==> src/rtl/cle_serial_reader.sv <==
// Host-side reader for the CLE3 serial-data PAL: one command becomes a burst of
// single-bit bus reads, assembled MSB-first and returned on a valid/ready port.
module cle_serial_reader #(
  parameter int unsigned WORD_W     = 16,
  parameter int unsigned SETTLE_CYC = 2,
  parameter int unsigned CNT_W      = 5
) (
  input  logic              clk,
  input  logic              rst_n,
  input  logic              cmd_valid,
  output logic              cmd_ready,
  input  logic [3:0]        cmd_addr,
  input  logic [CNT_W-1:0]  cmd_nbits,
  output logic              rd_valid,
  input  logic              rd_ready,
  output logic [WORD_W-1:0] rd_data,
  input  logic              sdrd,
  output logic              sser,
  output logic              ba13,
  output logic              ba12,
  output logic [3:0]        ba_lo,
  output logic              br_w,
  output logic              pal_clk
);

  localparam logic [2:0] S_IDLE   = 3'd0;
  localparam logic [2:0] S_SETUP  = 3'd1;
  localparam logic [2:0] S_WAIT   = 3'd2;
  localparam logic [2:0] S_SAMPLE = 3'd3;
  localparam logic [2:0] S_CLKH   = 3'd4;
  localparam logic [2:0] S_CLKL   = 3'd5;
  localparam logic [2:0] S_DONE   = 3'd6;

  localparam logic [CNT_W-1:0] WORD_W_C  = CNT_W'(WORD_W);
  localparam logic [3:0]       SETTLE_M1 = 4'(SETTLE_CYC - 1);

  logic [2:0]        state_q, state_d;
  logic [3:0]        addr_q, addr_d;
  logic [CNT_W-1:0]  bit_cnt_q, bit_cnt_d;
  logic [3:0]        wait_q, wait_d;
  logic [WORD_W-1:0] shreg_q, shreg_d;
  logic [CNT_W-1:0]  nbits_eff;
  logic              bus_act;

  logic              cmd_ready_q, rd_valid_q, sser_q, ba13_q, ba12_q, br_w_q, pal_clk_q;
  logic [3:0]        ba_lo_q;
  logic [WORD_W-1:0] rd_data_q;

  assign nbits_eff = ((cmd_nbits == '0) || (cmd_nbits > WORD_W_C)) ? WORD_W_C : cmd_nbits;

  always_comb begin
    state_d   = state_q;
    addr_d    = addr_q;
    bit_cnt_d = bit_cnt_q;
    wait_d    = wait_q;
    shreg_d   = shreg_q;
    case (state_q)
      S_IDLE: begin
        if (cmd_valid && cmd_ready_q) begin
          state_d   = S_SETUP;
          addr_d    = cmd_addr;
          bit_cnt_d = nbits_eff;
          shreg_d   = '0;
        end
      end
      S_SETUP: begin
        state_d = S_WAIT;
        wait_d  = SETTLE_M1;
      end
      S_WAIT: begin
        if (wait_q == '0) state_d = S_SAMPLE;
        else              wait_d  = wait_q - 4'd1;
      end
      S_SAMPLE: begin
        shreg_d = {shreg_q[WORD_W-2:0], sdrd};
        state_d = S_CLKH;
      end
      S_CLKH: state_d = S_CLKL;
      S_CLKL: begin
        // Saturating decrement: a count of 1 (or a stray 0) ends the burst.
        bit_cnt_d = (bit_cnt_q != '0) ? bit_cnt_q - CNT_W'(1) : '0;
        state_d   = (bit_cnt_q > CNT_W'(1)) ? S_SETUP : S_DONE;
      end
      S_DONE: begin
        if (rd_ready) state_d = S_IDLE;
      end
      default: state_d = S_IDLE;
    endcase
  end

  // Outputs are registered from the state being entered, so they line up with it.
  assign bus_act = (state_d != S_IDLE) && (state_d != S_DONE);

  always_ff @(posedge clk) begin
    if (!rst_n) begin
      state_q     <= S_IDLE;
      addr_q      <= '0;
      bit_cnt_q   <= '0;
      wait_q      <= '0;
      shreg_q     <= '0;
      cmd_ready_q <= 1'b1;
      rd_valid_q  <= 1'b0;
      rd_data_q   <= '0;
      sser_q      <= 1'b1;
      ba13_q      <= 1'b1;
      ba12_q      <= 1'b0;
      ba_lo_q     <= '0;
      br_w_q      <= 1'b1;
      pal_clk_q   <= 1'b0;
    end else begin
      state_q     <= state_d;
      addr_q      <= addr_d;
      bit_cnt_q   <= bit_cnt_d;
      wait_q      <= wait_d;
      shreg_q     <= shreg_d;
      cmd_ready_q <= (state_d == S_IDLE);
      rd_valid_q  <= (state_d == S_DONE);
      rd_data_q   <= (state_d == S_DONE) ? shreg_d : '0;
      sser_q      <= !bus_act;
      ba13_q      <= !bus_act;
      ba12_q      <= bus_act;
      ba_lo_q     <= bus_act ? addr_d : '0;
      br_w_q      <= 1'b1;
      pal_clk_q   <= (state_d == S_CLKH);
    end
  end

  assign cmd_ready = cmd_ready_q;
  assign rd_valid  = rd_valid_q;
  assign rd_data   = rd_data_q;
  assign sser      = sser_q;
  assign ba13      = ba13_q;
  assign ba12      = ba12_q;
  assign ba_lo     = ba_lo_q;
  assign br_w      = br_w_q;
  assign pal_clk   = pal_clk_q;

endmodule

==> config.mk <==
export PLATFORM = sky130hd
export DESIGN_NAME = cle_serial_reader
export DESIGN_NICKNAME = d
export VERILOG_FILES = /design/src/rtl/cle_serial_reader.sv
export SDC_FILE = /design/constraint.sdc
export NUM_CORES = 1
export LEC_CHECK = 0
export CAP_MARGIN = 10
export CORE_ASPECT_RATIO = 0.75
export CORE_MARGIN = 1.5
export CORE_UTILIZATION = 45
export DETAILED_ROUTE_END_ITERATION = 6
export PLACE_DENSITY = 0.69
export SLEW_MARGIN = 25
export SYNTH_ARGS = -nofsm -noshare
export SYNTH_HDL_FRONTEND = slang
export SYNTH_SLANG_ARGS = --single-unit
==> constraint.sdc <==
create_clock -name clk -period 2.8 [get_ports clk]
set_input_delay 0.42 -clock clk [delete_from_list [all_inputs] [get_ports clk]]
set_output_delay 0.42 -clock clk [all_outputs]
set_load 0.01 [all_outputs]
# After elaboration in Yosys (flattened, before gate mapping)
# Cells that the tools add are included.
# totals
register_bits	57
inputBits	14
# classes
n_addsub	2
n_lt_le_gt_ge	2
eq_ne	11
mux	15
n_reduce_logical	16
# op_table
cell	count
case mux 16 bit (2 select lines)	1
case mux 3 bit (7 select lines)	1
2-to-1 mux 16 bit	1
== test 3 bit, second input constant	5
2-to-1 mux 5 bit	3
2-to-1 mux 3 bit	4
2-to-1 mux 4 bit	3
case mux 5 bit (2 select lines)	1
case mux 4 bit (2 select lines)	1
AND reduction 2 bit	4
== test 3 x 2 -> 1 bit, second input constant	2
logical NOT 3 bit	2
> comparator 5 x 1 -> 1 bit, second input constant	1
> comparator 5 bit, second input constant	1
logical NOT 5 bit	1
nonzero test 5 bit	1
subtractor 5 x 1 -> 5 bit, second input constant	1
logical NOT 4 bit	1
!= test 2 bit, second input constant	2
nonzero test 2 bit	2
subtractor 4 x 1 -> 4 bit, second input constant	1
== test 3 x 1 -> 1 bit, second input constant	1
!= test 3 bit, second input constant	1
nonzero test 3 bit	1
3 further kinds	4

# Logic depth before layout (Yosys ltp)
# Gate-level depths: netlist of run 1.
# depth
word_depth	6
mapped_depth	8
mapped_depth_nobuf	6

# Least setup slack after synthesis of run 1
# Ideal clock, no wire load.
# synth_path
path_kind	input-to-reg
from	in cmd_nbits[0]
to	reg bit_cnt_q[2]
setup_time_ns	0.088
arrival_ns	1.665
required_ns	2.712
setup_slack_ns	1.047
path_stages	4
path_cell_list	or4_1 -> ha_1 -> nand4b_1 -> a311oi_2
# synth_between
elab_chain_cells	5
# synth_lines
item	line_no	rtl
start: declaration	13	input logic [CNT_W-1:0] cmd_nbits,
> comparator 5 bit or logical NOT 5 bit (tied branches)	49	assign nbits_eff = ((cmd_nbits == '0) || (cmd_nbits > WORD_W_C)) ? WORD_W_C : cmd_nbits;
logical OR 1 bit (*)	49	
2-to-1 mux 5 bit (*)	49	
2-to-1 mux 5 bit (*)	59	if (cmd_valid && cmd_ready_q) begin
case mux 5 bit (2 select lines) (*)	57	case (state_q)
end signal: assignment	113	bit_cnt_q <= bit_cnt_d;
end: declaration	39	logic [CNT_W-1:0] bit_cnt_q, bit_cnt_d;
# Mark *: on every way between the ends. The rest lies on a longest branch, timed or not. The select of a mux whose other input is x is not followed.
# A chain may end at the register's enable or synchronous reset.

# Final worst setup path of run 1
# layout_path
from	reg state_q[1]
to	reg bit_cnt_q[4]
# layout_between
elab_chain_cells	3
# layout_lines
item	line_no	rtl
start: declaration	37	logic [2:0] state_q, state_d;
start signal: assignment	111	state_q <= state_d;
== test 3 bit or logical NOT 3 bit (tied branches)	57	
nonzero test 2 bit (no source line) or != test 2 bit (tied branches)	-	
AND reduction 2 bit (no source line)	-	
# Parallel ways exist; a longest one is shown, timed or not.

==> results of run 1 <==
critical path: cells and delay by family, from the launching register on:
family / cells / cell delay (ns)
AOI/OAI and AO/OA: 1 / 0.23
DFF: 1 / 0.45
and+or+nand+nor: 3 / 1.40
area by class of cell:
class / instances / area, um2 / area share [%]
sequential: 57 / 1141 / 37.33
inverter: 7 / 26.28 / 0.8596
tap: 72 / 90.09 / 2.947
clock buffer: 9 / 123.9 / 4.052
multi-input combinational: 177 / 1147 / 37.54
timing repair buffer: 43 / 432.9 / 14.16
clock inverter: 7 / 95.09 / 3.111
cells in the mapped netlist, drive strengths merged (3+ instances only):
cell,count,area (um2)
a211oi,20,195.2
a21oi,21,108.9
a31oi,7,43.79
buf,14,102.6
clkbuf,5,18.77
dfxtp,57,1141
ha,5,62.56
inv,6,22.52
mux2i,5,50.05
nand2,26,100.1
nand2b,4,25.02
nand3,17,85.08
nand4b,6,52.55
nor2,17,63.81
nor2b,3,18.77
nor3,3,26.28
nor3b,3,22.52
o21ai,10,50.05
or3,3,18.77
path summary, 6_finish.rpt:
path                            depth (start not counted)   startpoint            to
worst max-delay path                                    4   state_q[1]  bit_cnt_q[4]
worst min-delay path                                    2  shreg_q[11]   shreg_q[12]
worst max register to register                          4   state_q[1]  bit_cnt_q[4]
worst min register to register                          2  shreg_q[11]   shreg_q[12]
metrics by stage:
stage,instances,power (mW)
finish,372,2.600
global route,372,2.762
CTS,372,2.619
detailed placement,356,1.784
global placement,356,1.774
floorplan,260,1.587
cells in the final DEF (no fill, tap or decap), drive strengths merged, types with 7 or more instances in the layout:
cell and count:
dfxtp 57, clkdlybuf4s50 39, nand2 26, a21oi 21, a211oi 20, nor2 17, nand3 17, o21ai 10
clkbuf 9, a31oi 7
kinds of logic after synthesis:
group | share of synthesized area (%)
flip-flops | 46.84
multiplexers | 2.055
adder cells (fa/ha/maj) | 2.568
AND/OR/NAND/NOR | 21.11
AO/OA/AOI/OAI | 20.85
other | 0.1539
buffers and inverters | 6.060
XOR/XNOR | 0.3596
state kept, by name, indices dropped and copies added, names as in the netlist, 3 cells and up:
name       cells
addr_q         4
ba_lo          4
bit_cnt_q      5
rd_data       16
shreg_q       16
state_q        3
wait_q         4
metal layers:
layer  up-vias  global-route usage, %  part of all wire (%)  routed length (um)
li1       1006                      -                     -                   -
met5         -                      0                     0                   0
met3         7                  7.311                   7.5                 381
met2        61                  27.00                    42                2147
met4         0                  5.357                   1.0                  51
met1       929                  27.68                    49                2520
power by group through the flow:
stage | Sequential, mW | Combinational [mW] | Clock (mW)
3_5_place_dp | 1.01 | 0.773 | 0
2_1_floorplan | 0.997 | 0.590 | 0
6_report | 0.996 | 0.777 | 0.827
4_1_cts | 0.996 | 0.779 | 0.844
5_1_grt | 1.01 | 0.868 | 0.880
3_3_place_gp | 1.01 | 0.763 | 0
==> metrics.md, run 1 <==
| Metric | Value |
|---|---|
| Run status | `finished, final reports clean` |
| Crit path DAT | `2.41 ns` |
| Setup CP Type | `reg -> reg` |
| Total grt overflow | `0` |
| Die Span Y | `66.72 um` |
| CP startpoint kind | `register` |
| Combinational share of power | `29.9%` |
| Initial Util | `48.36%` |
| Share of layout cells above drive strength 1 | `12.33%` |
| Port Buffer Count | `39` |
| Crit path cell chain | `nor2_1 -> nand2_2 -> and3_1 -> o31a_1` |
| Max-cap violation count | `0` |
| Share of power burned in the clock network | `31.8%` |
| Switch Pwr | `0.8544 mW` |
| Post-Route WL | `5.100 mm` |
| Crit-path max FO | `29` |
| Top_reg_cell synth | `dfxtp_1` |
| Vias | `2003` |
| Yosys reg bits | `57` |
| Die width | `87.96 um` |
| # resized after CTS | `0` |
| Cells after Synth | `260` |
| Area grow syn2layout | `25.48%` |
| Total Nets Final | `314` |
| Critical Path Sink Type | `register` |
| Via density per instance | `5.384` |
| Hold Path Class | `reg -> reg` |
| Seq pwr share | `38.3%` |
| Synth Area per Inst | `9.370 um2` |
| Synthesized Nets | `279` |
| Final setup viols | `0` |
| Fin crit period | `2.195 ns` |
| Gr usage total | `19.41%` |
| Asr flop ratio synth | `0%` |
| TNS Setup | `0 ns` |
| Max IR drop VDD | `0.6457 mV` |
| Vias in the first global route | `1776` |
| Core area | `0.005037 mm2` |
| Max Fclk | `455.7 MHz` |
| Ant diodes | `0` |
| RSZ-0062 raised after global routing | `false` |
| Die area | `0.005869 mm2` |
| Fin. max-slew vios | `0` |
| GPL Wtd Cong | `0.7658` |
| Slowest cell on the critical path | `nor2_1` |
| Sequential fraction of the synthesis area | `46.84%` |
| Leakage power | `1.061 nW` |
| Number of flops mapped to enable cells by yosys | `0` |
| H-tree lvl count | `3` |
| Normalized max-slew margin | `57.74%` |
| Synth warnings | `0` |
| Sw Share | `32.86%` |
| 1st-iter DRT viols | `113` |
| Worst Skew | `0.007722 ns` |
| CTS buffer count | `9` |
| Worst slack, placed | `0.5514 ns` |
| Cts-stage hold buffer count | `0` |
| DRT antenna net count | `0` |
| Required time of the critical path | `3.02 ns` |
| Initial antenna violation count | `0` |
| Pin count of the biggest net entering global routing | `39` |
| R2R setup slack | `0.61 ns` |
| Wire per inst | `13.71 um` |
| Longest Clk Path Bufs | `2` |
| Internal power | `1.746 mW` |
| First-pass GRT wire length | `8.576 mm` |
| CTS tree | `done` |
| Netlist cell types | `50` |
| Fill cells | `440` |
| Post-route cell area | `0.003057 mm2` |
| Mapped cell area | `0.002436 mm2` |
| Setup WS post-layout | `0.6053 ns` |
| Dpl cell area | `0.002838 mm2` |
| Final design utilization | `60.68%` |
| Worst-Skew Late Latency | `0.33 ns` |
| Reg clk slew, reported paths | `0.06 ns` |
| Num ports | `41` |
| Post-CTS setup buffer count | `0` |
| Drt first pass iters | `4` |
| Final period util | `78.38%` |
| Power per Cell Area | `850.7 mW/mm2` |
| CTS sink count | `57` |
| DRC | `0` |
| CTS root buf | `clkbuf_8` |
| Core Rows | `22` |
| Hold Violations, Final | `0` |
| Detailed placer's ending HPWL | `3.468 mm` |
| Worst Hold Slack | `0.4809 ns` |
| Worst Max-Slew Pin Slew | `0.6316 ns` |
| Critical Path Max Stage Delay | `0.56 ns` |
No activity file was read; power rests on OpenSTA's default activity.
==> run 2: changes to the inputs <==
==> constraint.sdc (replaced) <==
create_clock -name clk -period 2.2 [get_ports clk]
set_input_delay 0.33 -clock clk [delete_from_list [all_inputs] [get_ports clk]]
set_output_delay 0.33 -clock clk [all_outputs]
set_load 0.01 [all_outputs]
==> run 2 against run 1 <==
Compared with the run above:
- combinational power up 34%
- fmax increased by 15%
- die area stayed put
- critical path type unchanged
- critical endpoint is now rd_data[14]
- via count did not move
- largest power group unchanged
- power grew 28%
==> metrics.md, run 2 (synthesized netlist as in run 1, its figures left out) <==
| Metric | Value |
|---|---|
| Total grt overflow | `0 (unchanged)` |
| Leakage power | `1.078 nW (+1.6%)` |
| Area of the multi-input gates | `0.001147 mm2 (unchanged)` |
| Critical Path Sink Type | `register` |
| Vias in the first global route | `1818 (+2.4%)` |
| Cts-stage hold buffer count | `0 (unchanged)` |
| Initial antenna violation count | `0 (unchanged)` |
| Fin. max-slew vios | `0 (unchanged)` |
| DRC | `0 (unchanged)` |
| Sequential Area | `0.001141 mm2 (unchanged)` |
| Post-Route WL | `5.089 mm (-0.22%)` |
| TNS Setup | `0 ns (unchanged)` |
| Die area | `0.005869 mm2 (unchanged)` |
| Share of layout cells above drive strength 1 | `12.54% (+0.21 points)` |
| Worst slack, placed | `0.07333 ns (-0.4781 ns)` |
| CTS root buf | `clkbuf_8` |
| Fin crit period | `1.914 ns (-0.2802 ns)` |
| Num ports | `41 (unchanged)` |
| CTS buffer count | `9 (unchanged)` |
| Vias | `2003 (unchanged)` |
| Wire per inst | `13.57 um (-1.0%)` |
| Reg clk slew, reported paths | `0.06 ns (about the same)` |
| Core Rows | `22 (unchanged)` |
| Setup WS post-layout | `0.2856 ns (-0.3198 ns)` |
| GPL Wtd Cong | `0.7822 (+2.1%)` |
| Core area | `0.005037 mm2 (unchanged)` |
| Hold Violations, Final | `0 (unchanged)` |
| Setup CP Type | `reg -> reg` |
| Total Power | `3.326 mW (+28%)` |
| Max IR drop VDD | `0.7577 mV (+17%)` |
| CTS tree | `done` |
| Hold Path Class | `reg -> reg` |
| Fill cells | `426 (-3.2%)` |
| Post-route cell area | `0.003080 mm2 (+0.78%)` |
| Max-cap violation count | `0 (unchanged)` |
| 1st-iter DRT viols | `155 (+37%)` |
| Max Fclk | `522.4 MHz (+15%)` |
| Required time of the critical path | `2.38 ns (-0.64 ns)` |
| Area grow syn2layout | `26.45%` |
| Post-route insts no fill | `375 (+0.81%)` |
| Via density per instance | `5.341 (-0.80%)` |
| Drt first pass iters | `4 (unchanged)` |
| Worst Skew | `0.004337 ns (-0.003385 ns)` |
| Dpl cell area | `0.002873 mm2 (+1.2%)` |
| First-pass GRT wire length | `8.590 mm (+0.16%)` |
| CP startpoint kind | `register` |
| Most frequent cells in the layout | `dfxtp_1 (57), clkdlybuf4s50_1 (39), nand2_1 (25)` |
| Pin count of the biggest net entering global routing | `39 (unchanged)` |
| Leading cell type in the layout, fill and taps excluded | `dfxtp_1` |
| Final period util | `87.02% (+8.6 points)` |
| Die Span Y | `66.72 um (unchanged)` |
| Post-Place Cells | `359 (+0.84%)` |
| Critical Path Source | `bit_cnt_q[1]` |
| Worst Hold Slack | `0.4788 ns (-0.002134 ns)` |
| Total Nets Final | `317 (+0.96%)` |
| Longest Clk Path Bufs | `2 (unchanged)` |
| DRT antenna net count | `0 (unchanged)` |
| Power per Cell Area | `1080 mW/mm2 (+27%)` |
| Reg2reg start | `bit_cnt_q[1]` |
| Port Buffer Count | `39 (unchanged)` |
| H-tree lvl count | `3 (unchanged)` |
| CTS sink count | `57 (unchanged)` |
| R2R setup slack | `0.29 ns (-0.32 ns)` |
| Normalized max-slew margin | `51.81% (-5.9 points)` |
| Detailed placer's ending HPWL | `3.341 mm (-3.7%)` |
| Die width | `87.96 um (unchanged)` |
| Ant diodes | `0 (unchanged)` |
| RSZ-0062 raised after global routing | `false` |
| Worst Max-Slew Pin Slew | `0.7228 ns (+0.09121 ns)` |
| Post-CTS setup buffer count | `0 (unchanged)` |
| Run status | `finished, final reports clean` |
| # resized after CTS | `0 (unchanged)` |
| Final design utilization | `61.15% (+0.47 points)` |
| Initial Util | `48.36% (unchanged)` |
| Worst-Skew Late Latency | `0.33 ns (about the same)` |
| Crit path DAT | `2.09 ns (-0.32 ns)` |
| Crit-path max FO | `17 (-41%)` |
| Hold Path Origin | `shreg_q[1]` |
| Gr usage total | `19.45% (+0.038 points)` |
| Final setup viols | `0 (unchanged)` |
[run 2: layout make-up]
| cell class | instances | share of cell area (%) |
|---|---|---|
| Multi-Input combinational cell | 177 | 37.25 |
| Tap cell | 72 | 2.924 |
| Clock inverter | 2 | 1.137 |
| Sequential cell | 57 | 37.04 |
| Clock buffer | 14 | 5.605 |
| Timing Repair Buffer | 46 | 15.19 |
| Inverter | 7 | 0.8530 |
[run 2: worst paths after layout]
kind / to / depth (start not counted)
max: rd_data[14] / 6
min: shreg_q[2] / 2
max reg2reg: rd_data[14] / 6
min reg2reg: shreg_q[2] / 2
[run 2: report_power, final]
| part | switching (mW) | internal [mW] |
|---|---|---|
| Sequential | 0.129 | 1.15 |
| Combinational | 0.552 | 0.484 |
| Clock | 0.396 | 0.615 |
| Total | 1.08 | 2.25 |
[run 2: worst max-delay path: stages, from the launching register on]
cell,delay (ns)
dfxtp_1,0.38
inv_1,0.10
ha_1,0.18
o21bai_1,0.23
nand4b_1,0.14
a21o_1,0.60
a211oi_1,0.12
[run 2: layer usage]
metal  global-route usage, %  vias up  share of wire [%]
met5                       0        -                  0
met2                   26.43       51                 41
li1                        -     1008                  -
met3                   8.674        8                5.7
met1                   27.08      936                 52
met4                   6.151        0                1.5
==> run 3: changes to the inputs <==
--- a/config.mk
+++ b/config.mk
@@ -11,6 +11,7 @@
 export CORE_UTILIZATION = 45
 export DETAILED_ROUTE_END_ITERATION = 6
 export PLACE_DENSITY = 0.69
+export SETUP_SLACK_MARGIN = 0.3
 export SLEW_MARGIN = 25
 export SYNTH_ARGS = -nofsm -noshare
 export SYNTH_HDL_FRONTEND = slang
==> run 3 against run 2 <==
Compared with the run above:
- clock power hardly changed
- die area stayed put
- sequential share of layout area hardly changed
- global-route usage stayed put
- via count is 0.45% lower
- critical path depth is 1 lower
- hold slack better by 0.0020 ns
- clock skew is 0.00099 ns higher
==> metrics.md, run 3 (synthesized netlist as in run 1, its figures left out) <==
| Metric | Value |
|---|---|
| Total Power | `3.329 mW (about the same)` |
| Fin. max-slew vios | `0 (unchanged)` |
| Final setup viols | `0 (unchanged)` |
| Die area | `0.005869 mm2 (unchanged)` |
| Worst Max-Slew Pin Slew | `0.5620 ns (-0.1608 ns)` |
| Num ports | `41 (unchanged)` |
| Gr usage total | `19.45% (unchanged)` |
| Initial antenna violation count | `0 (unchanged)` |
| Via density per instance | `5.317 (-0.45%)` |
| Hold Path Class | `reg -> reg` |
| Core area | `0.005037 mm2 (unchanged)` |
| CTS root buf | `clkbuf_8` |
| Internal power | `2.249 mW (about the same)` |
| 1st-iter DRT viols | `165 (+6.5%)` |
| Post-Route WL | `5.087 mm (about the same)` |
| Total grt overflow | `0 (unchanged)` |
| Max IR drop VDD | `0.7606 mV (+0.38%)` |
| Setup CP Type | `in -> reg` |
| Total Nets Final | `317 (unchanged)` |
| Critical Path Sink Type | `register` |
| Pin count of the biggest net entering global routing | `39 (unchanged)` |
| Share of power burned in the clock network | `30.4% (about the same)` |
| Share of layout cells above drive strength 1 | `12.87% (+0.33 points)` |
| Wire per inst | `13.57 um (about the same)` |
| Die width | `87.96 um (unchanged)` |
| Vias in the first global route | `1818 (unchanged)` |
| Required time of the critical path | `2.45 ns (+0.07 ns)` |
| Worst Skew | `0.005331 ns (+0.0009941 ns)` |
| Initial Util | `48.36% (unchanged)` |
| Final period util | `80.84% (-6.2 points)` |
| Leading cell type in the layout, fill and taps excluded | `dfxtp_1` |
| Most frequent cells in the layout | `dfxtp_1 (57), clkdlybuf4s50_1 (39), nand2_1 (25)` |
| Fin crit period | `1.779 ns (-0.1359 ns)` |
| Sw Share | `32.44% (+0.064 points)` |
| DRC | `0 (unchanged)` |
| Run status | `finished, final reports clean` |
| Combinational share of power | `31.1% (about the same)` |
| Normalized max-slew margin | `62.00% (+10 points)` |
| Die Span Y | `66.72 um (unchanged)` |
| Worst-Skew Late Latency | `0.33 ns (about the same)` |
| Post-CTS setup buffer count | `0 (unchanged)` |
| H-tree lvl count | `3 (unchanged)` |
| Detailed placer's ending HPWL | `3.341 mm (unchanged)` |
| Ant diodes | `0 (unchanged)` |
| GPL Wtd Cong | `0.7822 (unchanged)` |
| Switch Pwr | `1.080 mW (+0.30%)` |
| First-pass GRT wire length | `8.590 mm (unchanged)` |
| Seq pwr share | `38.4% (about the same)` |
| Hold Violations, Final | `0 (unchanged)` |
| RSZ-0062 raised after global routing | `false` |
| Crit-path max FO | `4 (-13)` |
| CTS tree | `done` |
| Leakage power | `1.078 nW (about the same)` |
| CTS sink count | `57 (unchanged)` |
| Longest Clk Path Bufs | `2 (unchanged)` |
| Port Buffer Count | `39 (unchanged)` |
| CP startpoint kind | `input pin` |
| Drt first pass iters | `4 (unchanged)` |
| CTS buffer count | `9 (unchanged)` |
| Reg clk slew, reported paths | `0.06 ns (about the same)` |
| Final design utilization | `61.18% (about the same)` |
| DRT antenna net count | `0 (unchanged)` |
| Area grow syn2layout | `26.50% (about the same)` |
| Crit path DAT | `2.03 ns (-0.06 ns)` |
| Vias | `1994 (-0.45%)` |
| TNS Setup | `0 ns (unchanged)` |
| Power per Cell Area | `1080 mW/mm2 (about the same)` |
| Core Rows | `22 (unchanged)` |
| Max Fclk | `562.3 MHz (+7.6%)` |
| Max-cap violation count | `0 (unchanged)` |
## run 3: cell count changes in the layout (fill, tap and decap cells not counted)
cell	previous run	this run
a21o_2	0	1
a21o_1	2	1
## run 3: metal layers
layer	up-vias	share of wire, %	track usage [%]
met5	-	0	0
met4	0	1.5	6.151
met3	8	6.3	8.674
met2	60	40	26.43
met1	916	52	27.08
li1	1010	-	-
## run 3: area by class of cell
cell class | count | area, um2
Sequential cell | 57 | 1141
Fill cell | 425 | 1956
Multi-Input combinational cell | 177 | 1149
Inverter | 7 | 26.28
Timing Repair Buffer | 46 | 467.9
Tap cell | 72 | 90.09
Clock buffer | 14 | 172.7
Clock inverter | 2 | 35.03
## run 3: path summary, 6_finish.rpt
kind / slack, ns / start / endpoint / cells past startpoint
setup / recovery: 0.42 / cmd_nbits[0] / bit_cnt_q[2] / 5
hold / removal: 0.48 / shreg_q[1] / shreg_q[2] / 2
setup reg to reg: 0.47 / state_q[2] / rd_data[14] / 5
hold reg to reg: 0.48 / shreg_q[1] / shreg_q[2] / 2
## run 3: power by group through the flow
stage / logic, mW / clock network (mW) / registers (mW)
finish: 1.04 / 1.01 / 1.28
global route: 1.13 / 1.08 / 1.30
CTS: 1.04 / 1.03 / 1.28
detailed placement: 1.03 / 0 / 1.29
global placement: 1.02 / 0 / 1.29
floorplan: 0.751 / 0 / 1.27
## run 3: worst max-delay path, stage by stage
cell,delay (ns)
clkdlybuf4s50_1,0.41
or4_1,0.52
ha_1,0.32
nand4b_1,0.19
a311oi_2,0.26
## run 3: per-stage QoR
stage	setup WS [ns]	instance area, um2	hold WS [ns]	std cells
after floorplan	0.5369	2436	0.4555	260
after global placement	0.09769	2873	0.4660	359
after detailed placement	0.07333	2873	0.4747	359
after CTS	0.4256	3082	0.4781	375
after global routing	0.3126	3082	0.5102	375
final	0.4214	3082	0.4808	375
## run 3: what timing repair did
item / 4_1_cts / 5_1_grt
gates resized for setup: 1 / 0
setup endpoints to repair: 4 / 0
hold buffers: 0 / 0
